[src/rtl/sm83_irq_ctl.sv]
// SM83-style interrupt controller: IF/IE registers on the CPU bus, edge-detected
// peripheral requests and acknowledges, prioritised irq vector and HALT/STOP wake.

module sm83_irq_flag (
    input  logic clk,
    input  logic reset,
    input  logic wr_en,
    input  logic wr_bit,
    input  logic ack_rise,
    input  logic req_rise,
    output logic flag
);
    logic flag_nxt;

    // Later assignments win: bus write, then ack clear, then a fresh request.
    always_comb begin
        flag_nxt = flag;
        if (wr_en)    flag_nxt = wr_bit;
        if (ack_rise) flag_nxt = 1'b0;
        if (req_rise) flag_nxt = 1'b1;
    end

    always_ff @(posedge clk) begin
        if (reset) flag <= 1'b0;
        else       flag <= flag_nxt;
    end
endmodule

module sm83_irq_ctl #(
    parameter int unsigned NUM_SRC = 5,
    parameter logic [15:0] IF_ADR  = 16'hFF0F,
    parameter logic [15:0] IE_ADR  = 16'hFFFF
) (
    input  logic               clk,
    input  logic               reset,
    input  logic [15:0]        adr,
    input  logic [7:0]         din,
    input  logic               rd,
    input  logic               wr,
    output logic [7:0]         dout,
    output logic               dout_oe,
    input  logic [NUM_SRC-1:0] req,
    output logic [7:0]         irq,
    input  logic [7:0]         iack,
    output logic               wake
);
    localparam logic [7:0] SRC_MASK = 8'((9'd1 << NUM_SRC) - 9'd1);

    typedef struct packed {
        logic       oe;
        logic [7:0] data;
    } rd_rsp_t;

    logic [NUM_SRC-1:0] req_q;
    logic [NUM_SRC-1:0] iack_q;
    logic               wr_q;
    logic [NUM_SRC-1:0] if_q;
    logic [7:0]         ie_q;
    rd_rsp_t            rsp_q;
    rd_rsp_t            rsp_nxt;

    logic [NUM_SRC-1:0] req_rise;
    logic [NUM_SRC-1:0] ack_rise;
    logic               wr_rise;
    logic               if_hit;
    logic               ie_hit;
    logic               if_wr;
    logic               ie_wr;
    logic               rd_hit;
    logic [7:0]         if_rd_val;
    logic [7:0]         iack_unused;

    // Acks for sources that do not exist have no flag to clear.
    assign iack_unused = iack & ~SRC_MASK;

    assign req_rise = req & ~req_q;
    assign ack_rise = iack[NUM_SRC-1:0] & ~iack_q;
    assign wr_rise  = wr & ~wr_q;
    assign if_hit   = (adr == IF_ADR);
    assign ie_hit   = (adr == IE_ADR);
    assign if_wr    = wr_rise & if_hit;
    assign ie_wr    = wr_rise & ie_hit;
    assign rd_hit   = rd & ~wr & (if_hit | ie_hit);

    always_ff @(posedge clk) begin
        if (reset) begin
            req_q  <= '0;
            iack_q <= '0;
            wr_q   <= 1'b0;
        end else begin
            req_q  <= req;
            iack_q <= iack[NUM_SRC-1:0];
            wr_q   <= wr;
        end
    end

    for (genvar g = 0; g < NUM_SRC; g++) begin : g_flag
        sm83_irq_flag u_flag (
            .clk      (clk),
            .reset    (reset),
            .wr_en    (if_wr),
            .wr_bit   (din[g]),
            .ack_rise (ack_rise[g]),
            .req_rise (req_rise[g]),
            .flag     (if_q[g])
        );
    end

    always_ff @(posedge clk) begin
        if (reset)      ie_q <= 8'h00;
        else if (ie_wr) ie_q <= din;
    end

    // Unimplemented IF bits read back as 1.
    always_comb begin
        if_rd_val              = 8'hFF;
        if_rd_val[NUM_SRC-1:0] = if_q;
    end

    always_comb begin
        rsp_nxt.oe   = rd_hit;
        rsp_nxt.data = 8'hFF;
        if (rd_hit) rsp_nxt.data = if_hit ? if_rd_val : ie_q;
    end

    always_ff @(posedge clk) begin
        if (reset) begin
            rsp_q.oe   <= 1'b0;
            rsp_q.data <= 8'hFF;
        end else begin
            rsp_q <= rsp_nxt;
        end
    end

    assign dout    = rsp_q.data;
    assign dout_oe = rsp_q.oe;

    always_comb begin
        irq              = 8'h00;
        irq[NUM_SRC-1:0] = if_q & ie_q[NUM_SRC-1:0];
    end

    // Wake ignores the CPU master enable so HALT exits even with IME clear.
    assign wake = |irq;
endmodule

[config.mk]
export PLATFORM = sky130hd
export DESIGN_NAME = sm83_irq_ctl
export DESIGN_NICKNAME = d
export VERILOG_FILES = /design/src/rtl/sm83_irq_ctl.sv
export SDC_FILE = /design/constraint.sdc
export NUM_CORES = 1
export LEC_CHECK = 0
export BUFFER_PORTS_ARGS = -buffer_cell sky130_fd_sc_hd__buf_2
export CORE_ASPECT_RATIO = 0.6
export CORE_MARGIN = 10
export CORE_UTILIZATION = 50
export CTS_CLUSTER_DIAMETER = 50
export DETAILED_ROUTE_END_ITERATION = 7
export GPL_ROUTABILITY_DRIVEN = 0
export PLACE_DENSITY = 0.86
export SYNTH_ARGS = -nofsm -noshare
export SYNTH_HDL_FRONTEND = slang
export SYNTH_SLANG_ARGS = --single-unit
export TNS_END_PERCENT = 20
[constraint.sdc]
create_clock -name clk -period 2.55 [get_ports clk]
set_input_delay 0.255 -clock clk [delete_from_list [all_inputs] [get_ports clk]]
set_output_delay 0.255 -clock clk [all_outputs]
set_load 0.005 [all_outputs]
==> out/results.ini, run 1 <==
[die]
dieArea_mm2=0.005358
start_util_pct=53.98
num_rows=14
io_pins=59
dieHeight_um=60.84
core-area_mm2=0.002575
die_w_um=88.07

[power]
p_seq_share_pct=53.9
power.switching_uw=240.9
power_frac_clock_pct=37.4
vdd_ir_drop_max_v=0.0004456
power_density_mw_per_mm2=576.2
power_leakage_uw=0.0007340
power.internal_uw=765.5
power_frac_comb_pct=8.7
switching_share_pct=23.94

[synthesis]
ys_ff_latch=33
async_flop_share_pct=0
synth_ff_type=dfxtp_1
yosysSeqAreaShare_pct=47.52
yosys.area.top_type=dfxtp_1
ys_warn_count=0
syn_inst=146
yosysTopAreaCellShare_pct=47.52
synth_enable_flop_cells=0
syn-cell-area_mm2=0.001390
synth_commonest_cells=dfxtp_1 (33), nand3_1 (12), nor2b_1 (12)
syn_avg_cell_area_um2=9.521
synthTopCellsByArea=dfxtp_1 (48%), nor2b_1 (5.4%), nand3_1 (4.3%)
yosysUniqueCellTypes=29
yosysMostFrequentCell=dfxtp_1

[drt]
drt_drc_violations_left=0
vias_per_cell=5.444
drt-initial-drc-count=161
dr.pass1.iters=4
routed_wl_um=3634
antenna_left=0
vias=1274
post_drt_wl_per_cell_um=15.53

[setup_path]
cp.arrival_ns=1.60
cp_max_fo=3
startpoint_type=register
crit_type=reg2out
end_kind=output port
critPathRequiredTime_ns=2.30

[place]
dp.cells=226
port_buffers=52
dp_hpwl_um=2891

[timing]
fmax_ghz=0.5392
tns_ns=0
rsz0062_at_grt=false
worst_pin_slew_ns=0.5312
maxSlewViolCount=0
hold_ws_ns=0.2015
fin_skew_ns=0.006811
slew_headroom_pct=64.45
post-route-period-util_pct=72.72
fin_crit_ns=1.854
hold_viol=0
finalSetupViolCount=0

[layout]
areaGrowthSynthToFinish_pct=25.65
n_antenna_cell=0
finalNetCount=242
n_fill_cell=209
stdcell_count=234
drive_gt1_share_pct=34.16

[clock_network]
cts.sinks=33
h-tree-depth=2
ctsResizeCount=0
cts_tree=built
post_cts_buffers=0
cts_hold_buf=0
cts_root_buffer=clkbuf_8
cts_made_buffers=5
clk_latency_ns=0.29
clkTransAtPathRegs_ns=0.07
clockBufferDepth=2

[run_status]
status=completed

[hold_path]
min_path_type=in2reg

[global_routing]
antenna_found_initial=0
grt_usage_pct=13.75
globalRoute.totalOverflow=0
grt_first_pass_wirelength_um=5699
grt_max_degree=28
grt_pass1_vias=1287

[run]
maxCapViolCount=0

## worst max-delay path, cell delays in order, from the launching register on
cell	delay [ns]
dfxtp_1	0.32
and2_1	0.18
or2_2	0.29
or4_1	0.38
buf_2	0.14
## cell usage in the layout (no fill, tap or decap), types with 3 or more instances in the layout
| cell type | Yosys | final |
|---|---|---|
| nand4_1 | 6 | 6 |
| or3_1 | 5 | 5 |
| dfxtp_1 | 33 | 33 |
| a2bb2oi_1 | 4 | 4 |
| a21oi_1 | 8 | 8 |
| nand2_1 | 9 | 9 |
| nor2b_1 | 12 | 12 |
| conb_1 | 1 | 3 |
| nand3_1 | 12 | 12 |
| nand2b_1 | 8 | 8 |
| inv_1 | 5 | 5 |
| clkbuf_8 | 0 | 5 |
| mux2i_1 | 5 | 5 |
| or3b_1 | 3 | 3 |
| and2_1 | 5 | 5 |
| buf_2 | 0 | 52 |
| o21ai_0 | 8 | 8 |
## final cells by class
class,instances,area [µm²],share of cell area [%]
clock buffers,5,68.82,3.940
clock inverters,3,17.52,1.003
inverters,5,18.77,1.074
multi-input cells,102,665.6,38.11
flip-flops and latches,33,660.6,37.82
well taps,32,40.04,2.292
repair buffers,54,275.3,15.76
## flip-flops by register name, indices dropped and copies added, names as in the netlist
register and count:
req_q 5, wr_q 1, iack_q 5, dout 8, dout_oe 1, g_flag.u_flag.flag 5
ie_q 8
## kinds of logic (layout without fill, tap and decap cells)
kind of cell    Yosys count  in the layout  share of synthesized area (%)
compound gates           24             24                          12.15
mux                       5              5                          3.601
simple gates             70             70                          31.32
flops                    33             33                          47.52
buf+inv                  13             67                          5.131
other cells               1              3                         0.2698
## layer usage
metal  wire (µm)  GRT usage, %  vias to the layer above  part of all wire (%)
met4          80         7.795                        0                   2.2
met1        1394         14.73                      592                    38
met3         318         5.749                       11                   8.8
met2        1841         22.93                       54                    51
li1            -             -                      617                     -
met5           0             0                        -                     0
## path summary, 6_finish.rpt
check	startpoint	to	slack, ns	depth (start not counted)
max reg2reg	wr_q	ie_q[2]	1.20	4
min reg2reg	ie_q[6]	dout[6]	0.45	1
max	g_flag[4].u_flag.flag	wake	0.70	4
min	iack[2]	iack_q[2]	0.20	2
## metrics by stage
step | setup slack [ns] | util (%) | instance area, µm² | total power [µW]
after floorplan | 0.7279 | - | 1398 | 598.9
after global placement | 0.4970 | 64.48 | 1660 | 634.7
after detailed placement | 0.4274 | 64.48 | 1660 | 640.0
after CTS | 0.6869 | 67.83 | 1747 | 1013
after global routing | 0.6289 | 67.83 | 1747 | 1050
final | 0.6955 | 67.83 | 1747 | 1006
## power by group through the flow
stage / clock network (µW) / registers (µW) / logic [µW]
global route: 409 / 544 / 97.0
finish: 377 / 542 / 87.5
detailed placement: 0 / 554 / 86.3
CTS: 384 / 542 / 86.5
global placement: 0 / 553 / 82.0
floorplan: 0 / 551 / 48.4
(Power assumes the default switching activity.)
==> run 2, diff against run 1 <==
--- a/config.mk
+++ b/config.mk
@@ -5,14 +5,15 @@
 export SDC_FILE = /design/constraint.sdc
 export NUM_CORES = 1
 export LEC_CHECK = 0
+export ABC_AREA = 1
 export BUFFER_PORTS_ARGS = -buffer_cell sky130_fd_sc_hd__buf_2
 export CORE_ASPECT_RATIO = 0.6
 export CORE_MARGIN = 10
-export CORE_UTILIZATION = 50
+export CORE_UTILIZATION = 43
 export CTS_CLUSTER_DIAMETER = 50
 export DETAILED_ROUTE_END_ITERATION = 7
 export GPL_ROUTABILITY_DRIVEN = 0
-export PLACE_DENSITY = 0.86
+export PLACE_DENSITY = 0.78
 export SYNTH_ARGS = -nofsm -noshare
 export SYNTH_HDL_FRONTEND = slang
 export SYNTH_SLANG_ARGS = --single-unit
==> constraint.sdc (replaced) <==
create_clock -name clk -period 1.6 [get_ports clk]
set_input_delay 0.16 -clock clk [delete_from_list [all_inputs] [get_ports clk]]
set_output_delay 0.16 -clock clk [all_outputs]
set_load 0.005 [all_outputs]
==> out/results.ini, run 2 <==
[global_routing]
grt_first_pass_wirelength_um=5630  ; -1.2%
antenna_found_initial=0  ; unchanged
grt_max_degree=17  ; -39%
globalRoute.totalOverflow=0  ; unchanged
use_met2_pct=14.53  ; -8.4 points
met1_usage_pct=14.87  ; +0.13 points
busiest_layer=met1
grt_usage_pct=11.28  ; -2.5 points
grt_pass1_vias=1258  ; -2.3%
use_met3_pct=5.782  ; +0.034 points

[setup_path]
cp_max_fo=3  ; unchanged
end_kind=output port
reg2reg_slack_ns=0.46  ; -0.74 ns
critPathRequiredTime_ns=1.44  ; -0.86 ns
cp_cell_sequence=nand2_1 -> inv_1 -> nor3_1 -> nand3_1 -> buf_2
reg2reg_depth=4  ; unchanged
reg2reg_from=wr_q
max_stage_delay_ns=0.34  ; -0.04 ns
rr_endpoint=g_flag[3].u_flag.flag
cp.arrival_ns=1.13  ; -0.47 ns
slowest_stage=dfxtp_1
startpoint_type=register
crit_type=reg2out

[drt]
routed_wl_um=3648  ; +0.39%
drt_drc_violations_left=0  ; unchanged
vias_per_cell=4.541  ; -17%
post_drt_wl_per_cell_um=11.40  ; -27%
drt-initial-drc-count=81  ; -50%
dr.pass1.iters=4  ; unchanged
vias=1453  ; +14%
antenna_left=0  ; unchanged

[synthesis]
yosysMostFrequentCell=nand2_1
synthTopCellsByArea=dfxtp_1 (44%), nand2_1 (9.9%), inv_1 (8.9%)
synth_commonest_cells=nand2_1 (40), inv_1 (36), nor2_1 (34)
yosys.area.top_type=dfxtp_1
ys_ff_latch=33  ; unchanged
syn-cell-area_mm2=0.001510  ; +8.6%
yosysTopAreaCellShare_pct=43.74  ; -3.8 points
syn_inst=216  ; +48%
synth_enable_flop_cells=0  ; unchanged
syn_avg_cell_area_um2=6.992  ; -27%
ys_warn_count=0  ; unchanged
async_flop_share_pct=0  ; unchanged
yosysUniqueCellTypes=21  ; -28%
yosysSeqAreaShare_pct=43.74  ; -3.8 points
synth_ff_type=dfxtp_1

[die]
die_w_um=96.51  ; +9.6%
num_rows=16  ; +2
start_util_pct=45.44  ; -8.5 points
dieHeight_um=65.91  ; +8.3%
dieArea_mm2=0.006360  ; +19%
core-area_mm2=0.003323  ; +29%
io_pins=59  ; unchanged

[layout]
mostFrequentLayoutCells=buf_2 (52), nand2_1 (40), inv_1 (36)
stdcell_count=320  ; +37%
post-route-util_pct=57.87  ; -10 points
areaGrowthSynthToFinish_pct=27.34
layout_commonest_cell=buf_2
multi_input_area_um2=679.4  ; +2.1%
drive_gt1_share_pct=25.45  ; -8.7 points
n_fill_cell=318  ; +52%
n_antenna_cell=0  ; unchanged
finalNetCount=315  ; +30%
final-seq-area_um2=660.6  ; unchanged

[clock_network]
h-tree-depth=2  ; unchanged
clockBufferDepth=2  ; unchanged
ctsResizeCount=0  ; unchanged
clk_latency_ns=0.28  ; about the same
cts_hold_buf=0  ; unchanged
clkTransAtPathRegs_ns=0.07  ; about the same
cts.sinks=33  ; unchanged
cts_root_buffer=clkbuf_8
post_cts_buffers=0  ; unchanged
cts_tree=built
cts_made_buffers=5  ; unchanged

[timing]
post-route-period-util_pct=80.87
tns_ns=0  ; unchanged
fin_skew_ns=0.003830  ; -0.002982 ns
hold_viol=0  ; unchanged
fmax_ghz=0.7728
rsz0062_at_grt=false
maxSlewViolCount=0  ; unchanged
fin_crit_ns=1.294
finalSetupViolCount=0  ; unchanged

[power]
power_density_mw_per_mm2=891.8  ; +55%
power_leakage_uw=0.001016  ; +38%
finalPower_uw=1715  ; +70%
vdd_ir_drop_max_v=0.0004944  ; +11%

[place]
dp.cells=312  ; +38%
dp_hpwl_um=2979  ; +3.0%
port_buffers=52  ; unchanged

[run]
maxCapViolCount=0  ; unchanged

[hold_path]
hp-start=iack[3]
min_to=iack_q[3]
min_path_type=in2reg
whs_path_depth=3  ; +1

[run_status]
status=completed

run 2: how the worst max path moves through the flow:
stage                               start      end  slack [ns]  cells past startpoint
global route        g_flag[0].u_flag.flag     wake        0.21                      5
global placement                   adr[6]  dout[5]        0.28                      7
finish              g_flag[0].u_flag.flag     wake        0.31                      5
detailed placement                 adr[6]  dout[1]        0.28                      7
CTS                 g_flag[0].u_flag.flag     wake        0.29                      5
floorplan                            wr_q  ie_q[1]        0.47                      5
run 2: cells by family (layout without fill, tap and decap cells):
logic type	after synthesis	after routing	synth area share, %
flops	33	33	43.74
simple gates	106	106	32.14
other cells	1	3	0.2483
buf+inv	43	100	11.76
compound gates	33	33	12.10
run 2: worst max-delay path, delay by kind of cell, from the launching register on:
family	cells	cell delay, ns
buffers and inverters	2	0.18
and+or+nand+nor	3	0.34
DFF	1	0.34
run 2: final cells by class:
cell class / instances / area share, %
Tap cell: 45 / 2.928
Clock buffer: 7 / 5.010
Timing Repair Buffer: 56 / 15.09
Inverter: 36 / 7.027
Sequential cell: 33 / 34.35
Multi-Input combinational cell: 142 / 35.33
Clock inverter: 1 / 0.2602
run 2: per-layer routing:
metal | wire [µm] | share of wire (%)
met5 | 0 | 0
met1 | 1783 | 49
met2 | 1397 | 38
met3 | 440 | 12
met4 | 26 | 0.71
run 2: stage by stage:
| step | worst slack [ns] | instance area [µm²] | hold WS [ns] |
|---|---|---|---|
| global placement | 0.2848 | 1822 | 0.3846 |
| floorplan | 0.4713 | 1518 | 0.2324 |
| detailed placement | 0.2780 | 1822 | 0.3934 |
| CTS | 0.2852 | 1923 | 0.09275 |
| global route | 0.2095 | 1923 | 0.09854 |
| finish | 0.3060 | 1923 | 0.09462 |
run 2: report_power, final:
| part | internal [µW] | total, µW | switching (µW) |
|---|---|---|---|
| Combinational | 77.9 | 170 | 91.8 |
| Sequential | 849 | 868 | 18.8 |
| Clock | 388 | 678 | 289 |
